<file path="src/rtl/jam_cost_server_pkg.sv">
// Shared types and constants for the assignment-engine cost server.
package jam_cost_server_pkg;

    localparam int TABLE_DEPTH = 64;
    localparam int COST_W      = 7;
    localparam int ADDR_W      = $clog2(TABLE_DEPTH);
    localparam int IDX_W       = 3;
    localparam int MIN_W       = 10;
    localparam int CNT_W       = 4;

    typedef enum logic [1:0] {
        LOAD   = 2'd0,
        SERVE  = 2'd1,
        CHECK  = 2'd2,
        FINISH = 2'd3
    } state_t;

    // Engine result and its expected counterpart share one shape.
    typedef struct packed {
        logic [MIN_W-1:0] min_cost;
        logic [CNT_W-1:0] match_cnt;
    } jam_result_t;

    function automatic logic result_match(input jam_result_t got, input jam_result_t exp);
        return (got.min_cost == exp.min_cost) && (got.match_cnt == exp.match_cnt);
    endfunction

endpackage

</file>
<file path="src/rtl/jam_cost_server_if.sv">
// Load bus and assignment-engine lookup/result signals.
interface jam_cost_server_if;
    import jam_cost_server_pkg::*;

    logic                     LD_VALID;
    logic [COST_W-1:0]        LD_DATA;
    logic                     LD_READY;
    logic [IDX_W-1:0]         W;
    logic [IDX_W-1:0]         J;
    logic [COST_W-1:0]        Cost;
    logic                     JAM_VALID;
    logic [MIN_W-1:0]         MinCost;
    logic [CNT_W-1:0]         MatchCount;
    logic [MIN_W-1:0]         EXP_MIN;
    logic [CNT_W-1:0]         EXP_CNT;

    // Driven by the loader / assignment engine side.
    modport master (
        output LD_VALID, LD_DATA, W, J, JAM_VALID, MinCost, MatchCount, EXP_MIN, EXP_CNT,
        input  LD_READY, Cost
    );

    // Driven by the cost server.
    modport slave (
        input  LD_VALID, LD_DATA, W, J, JAM_VALID, MinCost, MatchCount, EXP_MIN, EXP_CNT,
        output LD_READY, Cost
    );

endinterface

</file>
<file path="src/rtl/jam_cost_table.sv">
// 64x7 cost register file: synchronous write, registered read with clear.
module jam_cost_table
    import jam_cost_server_pkg::*;
(
    input  logic              CLK,
    input  logic              RST,
    input  logic              we,
    input  logic [ADDR_W-1:0] waddr,
    input  logic [COST_W-1:0] wdata,
    input  logic              rd_en,
    input  logic              rd_clr,
    input  logic [ADDR_W-1:0] raddr,
    output logic [COST_W-1:0] rd_data
);

    logic [TABLE_DEPTH-1:0][COST_W-1:0] mem;

    // Storage; reset wipes every entry so a partial load never survives.
    always_ff @(posedge CLK or posedge RST) begin
        if (RST)
            mem <= '0;
        else if (we)
            mem[waddr] <= wdata;
    end

    // Read register: cleared on request, refreshed when enabled, else holds.
    always_ff @(posedge CLK or posedge RST) begin
        if (RST)
            rd_data <= '0;
        else if (rd_clr)
            rd_data <= '0;
        else if (rd_en)
            rd_data <= mem[raddr];
    end

endmodule

</file>
<file path="src/rtl/jam_cost_server.sv">
// Cost server: loads a 64-entry table, serves lookups, then checks the
// engine result against the expected values and latches pass/fail.
module jam_cost_server
    import jam_cost_server_pkg::*;
#(
    parameter int CYC_W = 20
) (
    input  logic             CLK,
    input  logic             RST,
    jam_cost_server_if.slave bus,
    output logic             TableReady,
    output logic             Done,
    output logic             Pass,
    output logic [CYC_W-1:0] CycleCount
);

    state_t            state_q;
    state_t            state_d;
    logic [ADDR_W-1:0] addr_q;
    logic              ld_ready;
    logic              table_ready;
    logic              done;
    logic              ld_fire;
    logic              last_word;
    logic [COST_W-1:0] cost_q;

    assign ld_fire   = bus.LD_VALID && ld_ready;
    assign last_word = (addr_q == ADDR_W'(TABLE_DEPTH - 1));

    // State register.
    always_ff @(posedge CLK or posedge RST) begin
        if (RST)
            state_q <= LOAD;
        else
            state_q <= state_d;
    end

    // Next-state logic; FINISH only leaves via reset.
    always_comb begin
        state_d = state_q;
        case (state_q)
            LOAD:    if (ld_fire && last_word) state_d = SERVE;
            SERVE:   if (bus.JAM_VALID)        state_d = CHECK;
            CHECK:   state_d = FINISH;
            FINISH:  state_d = FINISH;
            default: state_d = LOAD;
        endcase
    end

    // Output decodes of the registered state.
    always_comb begin
        ld_ready    = (state_q == LOAD);
        table_ready = (state_q == SERVE);
        done        = (state_q == FINISH);
    end

    assign bus.LD_READY = ld_ready;
    assign TableReady   = table_ready;
    assign Done         = done;
    assign bus.Cost     = cost_q;

    // Load address; wraps to 0 after the final word.
    always_ff @(posedge CLK or posedge RST) begin
        if (RST)
            addr_q <= '0;
        else if (ld_fire)
            addr_q <= addr_q + 1'b1;
    end

    jam_cost_table u_table (
        .CLK     (CLK),
        .RST     (RST),
        .we      (ld_fire),
        .waddr   (addr_q),
        .wdata   (bus.LD_DATA),
        .rd_en   (state_q == SERVE),
        .rd_clr  (state_q == LOAD),
        .raddr   ({bus.W, bus.J}),
        .rd_data (cost_q)
    );

    // Saturating count of cycles spent in SERVE.
    always_ff @(posedge CLK or posedge RST) begin
        if (RST)
            CycleCount <= '0;
        else if (state_q == SERVE && CycleCount != {CYC_W{1'b1}})
            CycleCount <= CycleCount + 1'b1;
    end

    // Verdict captured once in CHECK, then held through FINISH.
    always_ff @(posedge CLK or posedge RST) begin
        if (RST)
            Pass <= 1'b0;
        else if (state_q == CHECK)
            Pass <= result_match(jam_result_t'{bus.MinCost, bus.MatchCount},
                                 jam_result_t'{bus.EXP_MIN, bus.EXP_CNT});
    end

endmodule

</file>
<file path="src/flat_wrapper.sv">
// flat-port wrapper written by rule: the top's interface ports become plain ports
module jam_cost_server_flat import jam_cost_server_pkg::*;
#(
    parameter int CYC_W = 20
)
  (CLK, RST, TableReady, Done, Pass, CycleCount, bus_LD_VALID, bus_LD_DATA, bus_W, bus_J, bus_JAM_VALID, bus_MinCost, bus_MatchCount, bus_EXP_MIN, bus_EXP_CNT, bus_LD_READY, bus_Cost);
  jam_cost_server_if bus_i ();
  input  logic CLK;
  input  logic RST;
  output logic TableReady;
  output logic Done;
  output logic Pass;
  output logic [CYC_W-1:0] CycleCount;
  input wire logic [$bits(bus_i.LD_VALID)-1:0] bus_LD_VALID;
  input wire logic [$bits(bus_i.LD_DATA)-1:0] bus_LD_DATA;
  input wire logic [$bits(bus_i.W)-1:0] bus_W;
  input wire logic [$bits(bus_i.J)-1:0] bus_J;
  input wire logic [$bits(bus_i.JAM_VALID)-1:0] bus_JAM_VALID;
  input wire logic [$bits(bus_i.MinCost)-1:0] bus_MinCost;
  input wire logic [$bits(bus_i.MatchCount)-1:0] bus_MatchCount;
  input wire logic [$bits(bus_i.EXP_MIN)-1:0] bus_EXP_MIN;
  input wire logic [$bits(bus_i.EXP_CNT)-1:0] bus_EXP_CNT;
  output wire logic [$bits(bus_i.LD_READY)-1:0] bus_LD_READY;
  output wire logic [$bits(bus_i.Cost)-1:0] bus_Cost;
  assign bus_i.LD_VALID = bus_LD_VALID;
  assign bus_i.LD_DATA = bus_LD_DATA;
  assign bus_i.W = bus_W;
  assign bus_i.J = bus_J;
  assign bus_i.JAM_VALID = bus_JAM_VALID;
  assign bus_i.MinCost = bus_MinCost;
  assign bus_i.MatchCount = bus_MatchCount;
  assign bus_i.EXP_MIN = bus_EXP_MIN;
  assign bus_i.EXP_CNT = bus_EXP_CNT;
  assign bus_LD_READY = bus_i.LD_READY;
  assign bus_Cost = bus_i.Cost;
  jam_cost_server #(.CYC_W(CYC_W)) u_core (.CLK(CLK), .RST(RST), .bus(bus_i), .TableReady(TableReady), .Done(Done), .Pass(Pass), .CycleCount(CycleCount));
endmodule
</file>
<file path="config.mk">
export PLATFORM = sky130hd
export DESIGN_NAME = jam_cost_server_flat
export DESIGN_NICKNAME = d
export VERILOG_FILES = /design/src/rtl/jam_cost_server_pkg.sv /design/src/rtl/jam_cost_server_if.sv /design/src/rtl/jam_cost_table.sv /design/src/rtl/jam_cost_server.sv /design/src/flat_wrapper.sv
export SDC_FILE = /design/constraint.sdc
export NUM_CORES = 1
export LEC_CHECK = 0
export CORE_MARGIN = 1
export CORE_UTILIZATION = 45
export DETAILED_ROUTE_END_ITERATION = 10
export PLACE_DENSITY_LB_ADDON = 0.12
export SETUP_SLACK_MARGIN = 0.4
export SLEW_MARGIN = 20
export SYNTH_ARGS = -nofsm -noshare
export SYNTH_HDL_FRONTEND = slang
export SYNTH_HIERARCHICAL = 1
export SYNTH_SLANG_ARGS = --single-unit
</file>
<file path="constraint.sdc">
create_clock -name CLK -period 18.2 [get_ports CLK]
set_input_delay 1.82 -clock CLK [delete_from_list [all_inputs] [get_ports CLK]]
set_output_delay 1.82 -clock CLK [all_outputs]
set_load 0.02 [all_outputs]
</file>
# Word level (Yosys, flattened, before mapping)

Index checks and enable logic that the tools add are counted.

Bits in registers: 484
Input bits: 45
Output and inout port bits: 31

$add $sub $neg: 2
Multiplexer cells: 10
Equality and inequality tests: 9
Reduce and logical (&&, ||, !) cells: 9
Magnitude comparators: 3

Operators by type and width:

| operator                                                              | count |
|---|---|
| 448-bit bitwise mux                                                   | 1 |
| 7-bit binary-select mux with 6-bit select                             | 1 |
| 7-bit demux with 6-bit select                                         | 1 |
| 7-bit 2-to-1 mux                                                      | 4 |
| 20-bit by 1-bit adder with 20-bit output, second input constant       | 1 |
| 20-bit != test, second input constant                                 | 1 |
| 6-bit by 7-bit < comparator with 1-bit output, second input constant  | 2 |
| 10-bit == test                                                        | 1 |
| 6-bit by 1-bit adder with 6-bit output, second input constant         | 1 |
| 6-bit == test, second input constant                                  | 1 |
| 6-bit by 1-bit >= comparator with 1-bit output, second input constant | 1 |
| 2-bit one-hot mux with 3 select lines                                 | 1 |
| 1-bit logical AND                                                     | 5 |
| 2-bit == test, second input constant                                  | 2 |
| 4-bit == test                                                         | 1 |
| 2-bit 2-to-1 mux                                                      | 2 |
| 2-bit by 1-bit == test with 1-bit output, second input constant       | 1 |
| 2-bit zero test                                                       | 1 |
| 2-bit by 1-bit != test with 1-bit output, second input constant       | 1 |
| 2-bit != test, second input constant                                  | 1 |
| 2-bit AND reduction                                                   | 1 |
| 2-bit nonzero test                                                    | 1 |
| 2-bit OR reduction                                                    | 1 |

# Longest topological paths before layout

Gate-level depths: netlist of run 1.

Depth in word-level cells: 5
Mapped depth: 9
Mapped depth without buffers: 6

# Modules after synthesis

The synthesis of run 1 kept the hierarchy.

Modules (own cells, without submodules):

| module          | sequential area each (um^2) | times used | cells each | area an instance (um^2) |
|---|---|---|---|---|
| jam_cost_table  | 11385.9                     | 1          | 1337       | 20933.8 |
| jam_cost_server | 725.7                       | 1          | 133        | 1516.5 |

# Least setup slack after synthesis of run 1

OpenSTA, ideal clock, no wires.

Path type: input port to flip-flop
From: input bus_LD_VALID
To: register u_core/u_table/mem[210] in the netlist's numbering
Slack: 14.623 ns
Setup time: 0.125 ns
Arrival time: 3.453 ns
Stages: 8
Cell sequence: and2_1 buf_2 clkbuf_1 nand2b_1 or2_2 buf_2 nor2_2 mux2_2

Word-level cells in the longest chain between the ends: 1

Ends and longest elaborated chain:

| item                           | line                  | source |
|---|---|---|
| start: declaration             | flat_wrapper.sv:14    | `input wire logic [$bits(bus_i.LD_VALID)-1:0] bus_LD_VALID;` |
| 1-bit logical AND              | jam_cost_server.sv:27 | `assign ld_fire = bus.LD_VALID && ld_ready;` |
| via u_core.ld_fire             | jam_cost_server.sv:23 | `logic ld_fire;` |
| end signal: indexed assignment | jam_cost_table.sv:23  | `mem[waddr] <= wdata;` |
| end: declaration               | jam_cost_table.sv:16  | `logic [TABLE_DEPTH-1:0][COST_W-1:0] mem;` |

The timed path passes the listed nets, and every way through them passes these cells.
A chain may end at the register's enable or synchronous reset.

# Worst setup path in the final report of run 1

From: input bus_J[0]
To: register u_core.u_table.rd_data[4]

Word-level cells in the longest chain between the ends: 4

Ends and longest elaborated chain:

| item                                      | line                 | source |
|---|---|---|
| start: declaration                        | flat_wrapper.sv:17   | `input wire logic [$bits(bus_i.J)-1:0] bus_J;` |
| 7-bit binary-select mux with 6-bit select | jam_cost_table.sv:33 | `rd_data <= mem[raddr];` |
| 7-bit 2-to-1 mux (implied by the code)    | jam_cost_table.sv:33 |  |
| 7-bit 2-to-1 mux                          | jam_cost_table.sv:32 | `else if (rd_en)` |
| 7-bit 2-to-1 mux                          | jam_cost_table.sv:30 | `else if (rd_clr)` |
| end signal: assignment                    | jam_cost_table.sv:33 |  |
| end: declaration                          | jam_cost_table.sv:13 | `output logic [COST_W-1:0] rd_data` |

No other way between the ends. The select of a mux whose other input is x is not followed.

==> impl_metrics.toml, run 1 <==
[run_status]
outcome = "complete, no violations"

[cells_and_area]
stdcell_area_um2 = 25400
diodes = 0
fin_nets = 1561
register_area_um2 = 12100
post-route-util_pct = 51.7
area_growth_pct = 13.1
drive_gt1_share_pct = 45.7
nFillCells = 4208
multi_input_area_um2 = 9830

[worst_hold_path]
hold_start = "u_core/Pass$_DFFE_PP0N_"
hp-class = "reg -> reg"

[detailed_routing]
wire_per_inst_um = 23.8
firstDrtPassIters = 4
drtIter0Drc = 693
drcViolationCount = 0
num_vias = 12800
postRouteAntennaNets = 0
drt-total-wl_um = 52800
viasPerCell = 5.75

[die]
start_util_pct = 45.8
io_pins = 76
core-area_um2 = 49100
die_area_um2 = 50800
placementRows = 81
die_h_um = 225
dieWidth_um = 225

[critical_path]
startpoint = "bus_J[0]"
cp.arrival_ns = 4.69
cp_max_fo = 41
worstSetupPathType = "in -> reg"
r2r-start = "u_core/state_q[1]$_DFFE_PP0P_"
crit_path_start_kind = "input port"
endpoint_kind = "flip-flop"
cp.required_ns = 18.69

[clocking]
cts_buffers = 53
clock_latency_ns = 0.61
cts_buffer_depth = 3
htreeDepth = 2
root_buffer = "clkbuf_16"
postCtsSetupBuffers = 0
tritoncts = "yes"
clk_pin_slew_ns = 0.06
cts_resized = 0
cts_sinks = 484
cts_hold_buf = 0

[logic_synthesis]
synth_cell_types = 56
synth_seq_area_share_pct = 53.9
avgSynthCellArea_um2 = 15.3
synth_cells = 1470
yosys.area.top_type_share_pct = 53.9
synth_edf_count = 0
syn_area_um2 = 22500
netlist_top_cells_area = "dfrtp_1 (54%), mux2_2 (23%), mux4_2 (11%)"
yosys_warnings = 6
synth.net_count = 1517
ys_async_sr_fraction_pct = 100
ys.flop_type = "dfrtp_1"
ys_seq_elements = 484
synth_top_area_cell = "dfrtp_1"

[power_and_ir_drop]
powerDensity_nw_per_um2 = 124
p_leak_uw = 0.0118
power_switching_uw = 825
internal_power_uw = 2320
finalPower_uw = 3140
seqPwrFrac_pct = 47.8
peakVddDrop_mv = 0.0638
combPwrFrac_pct = 18.2
switching_share_pct = 26.2
p_clk_share_pct = 34.0

[timing]
fmax_mhz = 238
fin_skew_ns = 0.0161
holdWs_ns = 0.466
fin_crit_sh_pct = 23.1
slew-limit-headroom_pct = 27.2
slew_viol_final = 0
fin_crit_ns = 4.20
rsz0062_at_grt = "no"
setup_viol = 0
hold_viol = 0
worst_pin_slew_ns = 1.09
tns_ns = 0

[global_route]
grt_max_degree = 117
grt_overflow_total = 0
antenna_found_initial = 0
track_usage_pct = 21.7
grt_pass1_vias = 13300
grt_pass1_wl_um = 82900

[job]
cap_viol_max_count = 0

[place]
place_area_um2 = 23700
io_buffers = 75
hpwl_um = 32700
gp_congestion = 0.802
-- critical path, stage by stage --
cell,delay [ns]
buf_4,0.65
buf_4,0.74
mux4_2,0.60
mux4_2,0.52
o211ai_1,0.19
nand3_1,0.09
-- kinds of logic after synthesis --
group           after synthesis  synth area share, %
buf+inv                     109                 2.25
xor+xnor                     37                 1.44
compound gates               38                 1.29
simple gates                186                 4.61
mux                         614                 36.3
fa+ha+maj                     2                0.111
flops                       484                 53.9
-- worst paths after layout --
kind | endpoint | slack (ns) | cells after the start
setup / recovery | u_core/u_table/rd_data[4]$_DFFE_PP0P_ | 14.00 | 6
hold / removal | u_core/Pass$_DFFE_PP0N_ | 0.47 | 2
setup reg to reg | u_core/u_table/mem[29]$_DFFE_PP0P_ | 14.90 | 6
hold reg to reg | u_core/Pass$_DFFE_PP0N_ | 0.47 | 2
max in group asynchronous | u_core/u_table/mem[387]$_DFFE_PP0P_ | 14.10 | 4
min in group asynchronous | u_core/u_table/mem[287]$_DFFE_PP0P_ | 1.73 | 2
-- metrics by stage --
step	cells	setup WS (ns)
after floorplan	1470	3.70
after global placement	2123	13.21
after global routing	2217	13.56
after detailed placement	2123	13.20
final	2217	14.00
after CTS	2217	13.86
-- flip-flops by register name, indices dropped and copies added (netlist names) --
register                flops
u_core/u_table/mem        448
u_core/addr_q               6
u_core/state_q              2
u_core/u_table/rd_data      7
u_core/CycleCount          20
u_core/Pass                 1
-- placed cells by master, fill, tap and decap left out, drive strengths merged, types with 2 or more instances in the layout --
cell	count
dfrtp	484
mux2	451
mux4	115
clkbuf	78
clkdlybuf4s50	65
nand2	58
mux2i	48
nor2	42
buf	29
xor2	25
nand3	24
a22oi	19
xnor2	12
clkinv	11
nand4	10
nor3	8
a21oi	7
nor4	7
and2	6
nand2b	5
inv	5
bufinv	4
and4	4
nor2b	4
and3	4
nor3b	3
or2	3
a21o	2
ha	2
nand3b	2
a221oi	2
o211ai	2
-- cells in the mapped netlist, types with 5 or more instances --
master	count
dfrtp_1	484
mux2_2	450
mux4_2	113
clkbuf_1	61
nand2_1	57
mux2i_1	48
xor2_1	25
nand3_1	24
buf_2	22
nor2_1	20
a22oi_1	19
nor2_2	16
xnor2_1	12
buf_4	11
nand4_1	9
buf_1	8
a21oi_1	7
nor2_4	6
nor3_1	6
nor4_1	6
nand2b_1	5
-- power groups by stage --
stage	clock (µW)	sequential, µW	combinational (µW)
4_1_cts	1100	1500	581
3_3_place_gp	0	1510	565
2_1_floorplan	0	1460	455
3_5_place_dp	0	1520	580
5_1_grt	1140	1540	621
6_report	1070	1500	572
-- layer usage --
layer | wire length (µm) | GRT usage (%) | vias to the layer above
met5 | 0 | 0 | -
met4 | 1420 | 7.04 | 0
met3 | 2460 | 3.35 | 93
met2 | 24100 | 33.1 | 272
met1 | 24900 | 32.0 | 6859
li1 | - | - | 5531
-- final cells by class --
type	count	share of cell area, %
well taps	664	3.27
clock buffers	78	5.99
repair buffers	94	3.38
flip-flops and latches	484	47.7
multi-input cells	877	38.7
clock inverters	16	0.813
inverters	4	0.0887
(Power assumes the default switching activity.)
==> inputs of run 2 (changes only) <==
clock period = 4.3 ns   (was 18.2 ns; I/O delays follow)
==> run 2 against run 1 <==
Against the previous run:
- utilization is 0.58 points higher
- sequential share of layout area is 0.53 points lower
- combinational power grew to 4.3 times the previous value
- routed wire length is 3.0% higher
- critical path depth is 1 lower
- first-iteration DRC count is 4.3% lower
- register-to-register slack worse by 14 ns
- largest power group unchanged
- via count is 0.45% higher
- setup slack worse by 13 ns
- global-route usage is 0.68 points higher
==> impl_metrics.toml, run 2 (synthesis results as in run 1) <==
[global_route]
grt_overflow_total = 0
grt_pass1_vias = 13700
track_usage_pct = 22.4
grt_max_degree = 85
grt_pass1_wl_um = 85200
antenna_found_initial = 1

[critical_path]
endpoint_kind = "flip-flop"
cp.arrival_ns = 3.72
crit_path_start_kind = "flip-flop"
worstSetupPathType = "reg -> reg"
cp_max_fo = 11
cp.required_ns = 4.77

[cells_and_area]
post-route-util_pct = 52.3
registers.top_by_ff_count = "u_core/u_table/mem"
area_growth_pct = 14.3
layout_commonest_cell = "dfrtp_1"
final_cell_mix = "dfrtp_1 (484), mux2_2 (450), mux4_2 (113)"
fin_nets = 1575
top_regs = "u_core/u_table/mem: 448 flops, u_core/CycleCount: 20 flops, u_core/u_table/rd_data: 7 flops"
drive_gt1_share_pct = 46.6
diodes = 0
largest_reg_flops = 448

[place]
gp_congestion = 0.800
hpwl_um = 34700
io_buffers = 75
place_ws_ns = 1.01

[die]
io_pins = 76
die_h_um = 225
start_util_pct = 45.8
die_area_um2 = 50800
core-area_um2 = 49100
dieWidth_um = 225
placementRows = 81

[timing]
fin_skew_ns = 0.0159
fin_ws_ns = 1.05
setup_viol = 0
holdWs_ns = 0.300
hold_viol = 0
fmax_mhz = 307
rsz0062_at_grt = "no"
tns_ns = 0
slew_viol_final = 0
slew-limit-headroom_pct = 27.4
fin_crit_ns = 3.25
fin_crit_sh_pct = 75.6
worst_pin_slew_ns = 1.09

[clocking]
tritoncts = "yes"
cts_resized = 0
htreeDepth = 2
cts_hold_buf = 0
cts_sinks = 484
cts_buffer_depth = 3
root_buffer = "clkbuf_16"
cts_buffers = 54
postCtsSetupBuffers = 0
clk_pin_slew_ns = 0.06
clock_latency_ns = 0.60

[power_and_ir_drop]
peakVddDrop_mv = 0.320
power_switching_uw = 3530
p_clk_share_pct = 34.6
powerDensity_nw_per_um2 = 527
internal_power_uw = 10000
combPwrFrac_pct = 18.2
switching_share_pct = 26.1
p_leak_uw = 0.0119
seqPwrFrac_pct = 47.2

[worst_hold_path]
hp-class = "in -> async"

[detailed_routing]
viasPerCell = 5.75
num_vias = 12800
wire_per_inst_um = 24.4
drcViolationCount = 0
drtIter0Drc = 663
postRouteAntennaNets = 0
drt-total-wl_um = 54400
firstDrtPassIters = 5

[run_status]
outcome = "complete, no violations"

[job]
cap_viol_max_count = 0
[run 2: per-layer routing]
layer	global-route usage, %	up-vias	wire length, µm
met3	4.76	75	2920
met2	35.1	273	25400
met5	0	-	11
met4	5.31	2	1070
li1	-	5569	-
met1	32.0	6894	25000
[run 2: critical path, cell delays in order (launching register included)]
cell	delay (ns)
dfrtp_1	0.42
nor2_1	0.29
and2_1	0.46
nand4_1	0.74
nor2_1	0.80
mux2_2	0.42
[run 2: through the flow]
stage,cells,power [µW],area [µm²]
final,2228,13500,25700
after global routing,2228,14200,25700
after CTS,2228,13700,25700
after detailed placement,2136,8940,23900
after global placement,2136,8830,23900
after floorplan,1470,8130,22500
[run 2: final cells by class]
cell class              count  area [µm²]
clock inverters            14         170
inverters                   4        18.8
well taps                 664         831
flip-flops and latches    484       12100
multi-input cells         877        9840
repair buffers            107        1060
fillers                  4193       23400
clock buffers              78        1640
[run 2: path summary, 6_finish.rpt]
check                      slack, ns                           from                                  end  cells after the start
setup / recovery                1.05  u_core/state_q[1]$_DFFE_PP0P_  u_core/u_table/mem[217]$_DFFE_PP0P_                      5
hold / removal                  0.30                            RST    u_core/CycleCount[19]$_DFFE_PP0P_                      3
setup reg to reg                1.05  u_core/state_q[1]$_DFFE_PP0P_  u_core/u_table/mem[217]$_DFFE_PP0P_                      5
hold reg to reg                 0.47        u_core/Pass$_DFFE_PP0N_              u_core/Pass$_DFFE_PP0N_                      2
max in group asynchronous       2.88                            RST   u_core/u_table/mem[38]$_DFFE_PP0P_                      3
min in group CLK                0.47        u_core/Pass$_DFFE_PP0N_              u_core/Pass$_DFFE_PP0N_                      2
[run 2: power groups by stage]
| stage | combinational, µW | clock [µW] | sequential [µW] |
|---|---|---|---|
| finish | 2470 | 4680 | 6390 |
| global route | 2670 | 4980 | 6530 |
| CTS | 2500 | 4790 | 6380 |
| detailed placement | 2490 | 0 | 6450 |
| global placement | 2420 | 0 | 6410 |
| floorplan | 1930 | 0 | 6200 |
